==> config.mk <==
export PLATFORM = sky130hd
export DESIGN_NAME = pc_branch_unit
export DESIGN_NICKNAME = d
export VERILOG_FILES = /design/src/rtl/pc_branch_unit.sv
export SDC_FILE = /design/constraint.sdc
export NUM_CORES = 1
export LEC_CHECK = 0
export CAP_MARGIN = 20
export CORE_ASPECT_RATIO = 1.25
export CORE_MARGIN = 2
export CORE_UTILIZATION = 53
export DETAILED_ROUTE_END_ITERATION = 16
export GPL_ROUTABILITY_DRIVEN = 0
export GPL_TIMING_DRIVEN = 0
export PLACE_DENSITY = 0.76
export SYNTH_ARGS = -nofsm -noshare
export SYNTH_HDL_FRONTEND = slang
export SYNTH_SLANG_ARGS = --single-unit
==> constraint.sdc <==
create_clock -name Clk -period 2.47 [get_ports Clk]
set_clock_uncertainty 0.2 [all_clocks]
set_input_delay 0.247 -clock Clk [delete_from_list [all_inputs] [get_ports Clk]]
set_output_delay 0.247 -clock Clk [all_outputs]
set_load 0.02 [all_outputs]
==> src/rtl/pc_branch_unit.sv <==
// Fetch-stage program counter with N branch-target registers, signed-offset
// target writes, conditional/unconditional jumps and a call/return stack.
module pc_branch_unit #(
  parameter int L      = 10,
  parameter int NTGT   = 3,
  parameter int OFFW   = 8,
  parameter int SDEPTH = 4,
  parameter int SELW   = $clog2(NTGT + 1)
) (
  input  logic            Clk,
  input  logic            ResetN,
  input  logic            Start,
  input  logic            Stall,
  input  logic            JmpEq,
  input  logic            JmpNe,
  input  logic            JmpAl,
  input  logic            Call,
  input  logic            Ret,
  input  logic            SetTgt,
  input  logic            OffsetEn,
  input  logic [SELW-1:0] TgtSel,
  input  logic [OFFW-1:0] Offset,
  input  logic            Zero,
  output logic [L-1:0]    ProgCtr,
  output logic            Taken,
  output logic            StackOvf,
  output logic            StackUnf
);

  localparam int SPW = $clog2(SDEPTH + 1);

  logic [L-1:0]   pc_q, pc_d;
  logic [L-1:0]   tgt_q [NTGT];
  logic [L-1:0]   stk_q [SDEPTH];
  logic [SPW-1:0] sp_q, sp_d;
  logic           zreg_q, zreg_d;
  logic           taken_q, taken_d;
  logic           ovf_q, ovf_d;
  logic           unf_q, unf_d;

  logic           sel_ok;
  logic [L-1:0]   sel_tgt;
  logic [L-1:0]   stk_top;
  logic [L-1:0]   pc_inc;
  logic [L-1:0]   pc_off;
  logic           tgt_we;
  logic           push;
  logic           any_jump;
  logic           cond_hit;

  assign pc_inc   = pc_q + L'(1);
  assign pc_off   = pc_q + L'($signed(Offset));
  assign any_jump = Call | JmpAl | JmpEq | JmpNe;
  assign cond_hit = (JmpEq & zreg_q) | (JmpNe & ~zreg_q);

  // Selects above NTGT never match any entry, so they behave like select 0.
  always_comb begin
    sel_ok  = 1'b0;
    sel_tgt = '0;
    for (int i = 0; i < NTGT; i++) begin
      if (TgtSel == SELW'(i + 1)) begin
        sel_ok  = 1'b1;
        sel_tgt = tgt_q[i];
      end
    end
    stk_top = '0;
    for (int i = 0; i < SDEPTH; i++) begin
      if (sp_q == SPW'(i + 1)) stk_top = stk_q[i];
    end
  end

  always_comb begin
    pc_d    = pc_q;
    sp_d    = sp_q;
    zreg_d  = zreg_q;
    taken_d = 1'b0;
    ovf_d   = ovf_q;
    unf_d   = unf_q;
    tgt_we  = 1'b0;
    push    = 1'b0;
    if (!Stall) begin
      zreg_d = Zero;
      if (Start) begin
        pc_d = '0;
        sp_d = '0;
      end else if (Ret) begin
        if (sp_q != '0) begin
          pc_d    = stk_top;
          sp_d    = sp_q - SPW'(1);
          taken_d = 1'b1;
        end else begin
          pc_d  = pc_inc;
          unf_d = 1'b1;
        end
      end else if (Call && sel_ok) begin
        pc_d    = sel_tgt;
        taken_d = 1'b1;
        if (sp_q != SPW'(SDEPTH)) begin
          push = 1'b1;
          sp_d = sp_q + SPW'(1);
        end else begin
          ovf_d = 1'b1;
        end
      end else if ((JmpAl || cond_hit) && sel_ok) begin
        pc_d    = sel_tgt;
        taken_d = 1'b1;
      end else begin
        pc_d   = pc_inc;
        // A jump request that fell through still blocks the target write.
        tgt_we = SetTgt && sel_ok && !any_jump;
      end
    end
  end

  always_ff @(posedge Clk or negedge ResetN) begin
    if (!ResetN) begin
      pc_q    <= '0;
      sp_q    <= '0;
      zreg_q  <= 1'b0;
      taken_q <= 1'b0;
      ovf_q   <= 1'b0;
      unf_q   <= 1'b0;
    end else begin
      pc_q    <= pc_d;
      sp_q    <= sp_d;
      zreg_q  <= zreg_d;
      taken_q <= taken_d;
      ovf_q   <= ovf_d;
      unf_q   <= unf_d;
    end
  end

  always_ff @(posedge Clk or negedge ResetN) begin
    if (!ResetN) begin
      for (int i = 0; i < NTGT; i++) tgt_q[i] <= '0;
      for (int i = 0; i < SDEPTH; i++) stk_q[i] <= '0;
    end else begin
      for (int i = 0; i < NTGT; i++) begin
        if (tgt_we && TgtSel == SELW'(i + 1)) tgt_q[i] <= OffsetEn ? pc_off : pc_q;
      end
      for (int i = 0; i < SDEPTH; i++) begin
        if (push && sp_q == SPW'(i)) stk_q[i] <= pc_inc;
      end
    end
  end

  assign ProgCtr  = pc_q;
  assign Taken    = taken_q;
  assign StackOvf = ovf_q;
  assign StackUnf = unf_q;

endmodule

==> results.py <==
metrics = {
    "timing": {
        "tightest_slew_ps": 655,
        "period_needed_ps": 2440,
        "rsz0062_at_grt": "yes",
        "hold_viol": 0,
        "timing.final.ws_setup_ps": 31.9,
        "slew_viol_final": 0,
        "setup_viol": 0,
        "relSlewSlack": 0.560,
        "fmax_ghz": 0.410,
        "tns_ps": 0,
        "timing.final.crit_share": 0.987,
    },
    "final_layout": {
        "drive_gt1_frac": 0.176,
        "nets": 637,
        "mostFrequentLayoutCells": "dfrtp_1 (82), nand2_1 (80), o21ai_0 (50), nor2_1 (48), a21oi_1 (44)",
        "area_growth_pct": 22.2,
        "layout_commonest_cell": "dfrtp_1",
        "diodes": 0,
        "final_cells": 725,
    },
    "power": {
        "vdd.ir_drop.worst_mv": 0.483,
        "switching_share": 0.366,
        "p_seq_frac": 0.361,
        "clkPwrFrac": 0.257,
        "leakage_nw": 2.59,
        "p_switching_mw": 2.06,
        "p_int_mw": 3.58,
        "p_per_area_nw_per_um2": 941,
        "comb_power_share": 0.382,
    },
    "routing": {
        "drt_iter0_markers": 263,
        "wl_per_cell_um": 18.5,
        "vias": 4364,
        "vias_per_cell": 6.02,
        "drt_wl_total_mm": 13.4,
        "drt_drc_violations_left": 0,
        "dr.pass1.iters": 5,
        "ant_nets": 0,
    },
    "die": {
        "dieArea_um2": 10100,
        "die_h_um": 112,
        "pin_count": 35,
        "die_x_um": 90.1,
        "row_count": 39,
        "floorplan.initialDensity": 0.541,
        "design.core.area_um2": 9080,
    },
    "critical_path": {
        "critPathCaptureType": "register",
        "cp_max_fo": 3,
        "reg2reg_from": "ProgCtr[1]",
        "crit_arrival_ps": 2440,
        "cp.required_ps": 2480,
        "crit_path_start_kind": "register",
        "crit_type": "reg -> reg",
        "r2r_cells": 9,
        "ff2ff_setup_slack_ps": 30,
        "rr_endpoint": "tgt_q[26]",
    },
    "clock_network": {
        "clock-sinks": 87,
        "clock_latency_ps": 340,
        "h-tree-depth": 3,
        "path_clk_slew_ps": 60,
        "clk_path_buf_depth": 2,
        "cts_tree": "done",
        "root_buffer": "clkbuf_16",
        "cts_buffers": 9,
    },
    "placement": {
        "place_ws_ps": -526,
        "place_hpwl_mm": 9.60,
        "port_buffers": 31,
        "dp_cells": 696,
    },
    "logic_synthesis": {
        "avgSynthCellArea_um2": 9.08,
        "syn_nets": 580,
        "async_flop_share": 1.00,
        "synth_edf_count": 0,
        "syn_area_um2": 4910,
        "ys.warnings.count": 0,
        "synth_seq_cells": 87,
        "synth_ff_type": "dfrtp_1",
        "syn_inst": 541,
        "seq_area_frac_synth": 0.443,
        "yosysUniqueCellTypes": 54,
    },
    "global_route": {
        "grt_use_met3": 0.0379,
        "grt_util_met1": 0.309,
        "met2_usage": 0.475,
        "grt-busiest-layer": "met2",
        "grt_pass1_vias": 4366,
        "grt_pass1_wl_mm": 21.5,
        "antenna_found_initial": 0,
        "grt_max_degree": 65,
        "gr-total-overflow": 0,
        "grtUsageTotal": 0.267,
    },
    "worst_hold_path": {
        "hold_depth": 4,
        "hold_path_end": "sp_q[1]",
        "hold_class": "in -> reg",
        "hp-start": "Start",
    },
    "outcome": {
        "status": "completed",
    },
    "flow_run": {
        "drv_cap": 0,
    },
}
-- worst max path at each step --
stage,start,endpoint,slack [ps],cells after the start
CTS,Ret,tgt_q[12],9,10
global route,sp_q[0],ProgCtr[2],-90,9
detailed placement,Offset[0],tgt_q[26],-530,10
global placement,ResetN,ProgCtr[4],-2140,1
floorplan,ProgCtr[0],tgt_q[26],20,9
finish,ProgCtr[1],tgt_q[26],30,9
-- sequential cells by signal, indices dropped and copies added (netlist names) --
signal,count
zreg_q,1
StackUnf,1
tgt_q,30
ProgCtr,10
StackOvf,1
Taken,1
stk_q,40
sp_q,3
-- cell type report --
| cell class | count | area, um^2 |
|---|---|---|
| Clock inverter | 3 | 67.6 |
| Inverter | 11 | 41.3 |
| Buffer | 32 | 188 |
| Sequential cell | 87 | 2180 |
| Timing Repair Buffer | 49 | 468 |
| Fill cell | 755 | 3080 |
| Multi-Input combinational cell | 408 | 2650 |
| Clock buffer | 12 | 246 |
| Tap cell | 123 | 154 |
-- repair_timing --
| action | in CTS | in global routing |
|---|---|---|
| setup buffers | 11 | 4 |
| pin swaps | 2 | 5 |
| gates resized for setup | 18 | 39 |
| setup endpoints to repair | 25 | 37 |
| hold buffers | 2 | 0 |
| hold endpoints to repair | 39 | 0 |
-- Yosys cell counts (7+ instances only) --
cell	count	area, um^2
clkbuf_1	24	90.1
a21oi_1	48	240
nand3_1	13	65.1
a221oi_1	10	87.6
xor2_1	8	70.1
mux2_2	19	214
a211oi_1	7	52.6
nor2_1	49	184
nand2_1	81	304
o21ai_0	54	270
inv_1	11	41.3
nor3_1	7	35.0
mux2i_1	10	100
xnor2_1	9	78.8
dfrtp_1	87	2180
ha_1	16	200
-- logic make-up (layout without fill, tap and decap cells) --
logic type,after synthesis,count (layout),synth area share
flops,87,87,0.443
compound gates,158,158,0.198
fa+ha+maj,17,17,0.0449
buf+inv,46,107,0.0451
mux,29,29,0.0640
simple gates,187,187,0.175
xor+xnor,17,17,0.0303
-- layer usage --
layer,wire (um),part of all wire,up-vias
met5,0,0,-
met4,732,0.055,0
met3,615,0.046,52
met2,6980,0.52,181
met1,5100,0.38,2103
li1,-,-,2028
-- power by group through the flow --
stage	clock [mW]	sequential, mW	combinational (mW)
final	1.45	2.04	2.16
after CTS	1.45	2.03	1.99
after global placement	0	2.02	1.81
after floorplan	0	2.03	1.25
after global routing	1.52	2.08	2.34
after detailed placement	0	2.05	1.87
-- critical path, stage by stage, from the launching register on --
cell,delay [ps]
dfrtp_2,440
buf_4,160
fa_2,360
a21o_1,200
a21oi_2,160
o21bai_1,90
a21oi_2,150
xnor2_1,90
mux2i_2,330
o21ai_1,120
-- per-stage QoR --
step / hold WS [ps] / util / area, um^2 / power [mW]
2_1_floorplan: -249 / - / 4910 / 3.28
3_3_place_gp: 247 / 0.592 / 5370 / 3.84
3_5_place_dp: -25.3 / 0.595 / 5400 / 3.92
4_1_cts: 34.5 / 0.646 / 5860 / 5.48
5_1_grt: 56.0 / 0.661 / 6000 / 5.94
6_report: 40.2 / 0.661 / 6000 / 5.64
(Power assumes the default switching activity.)
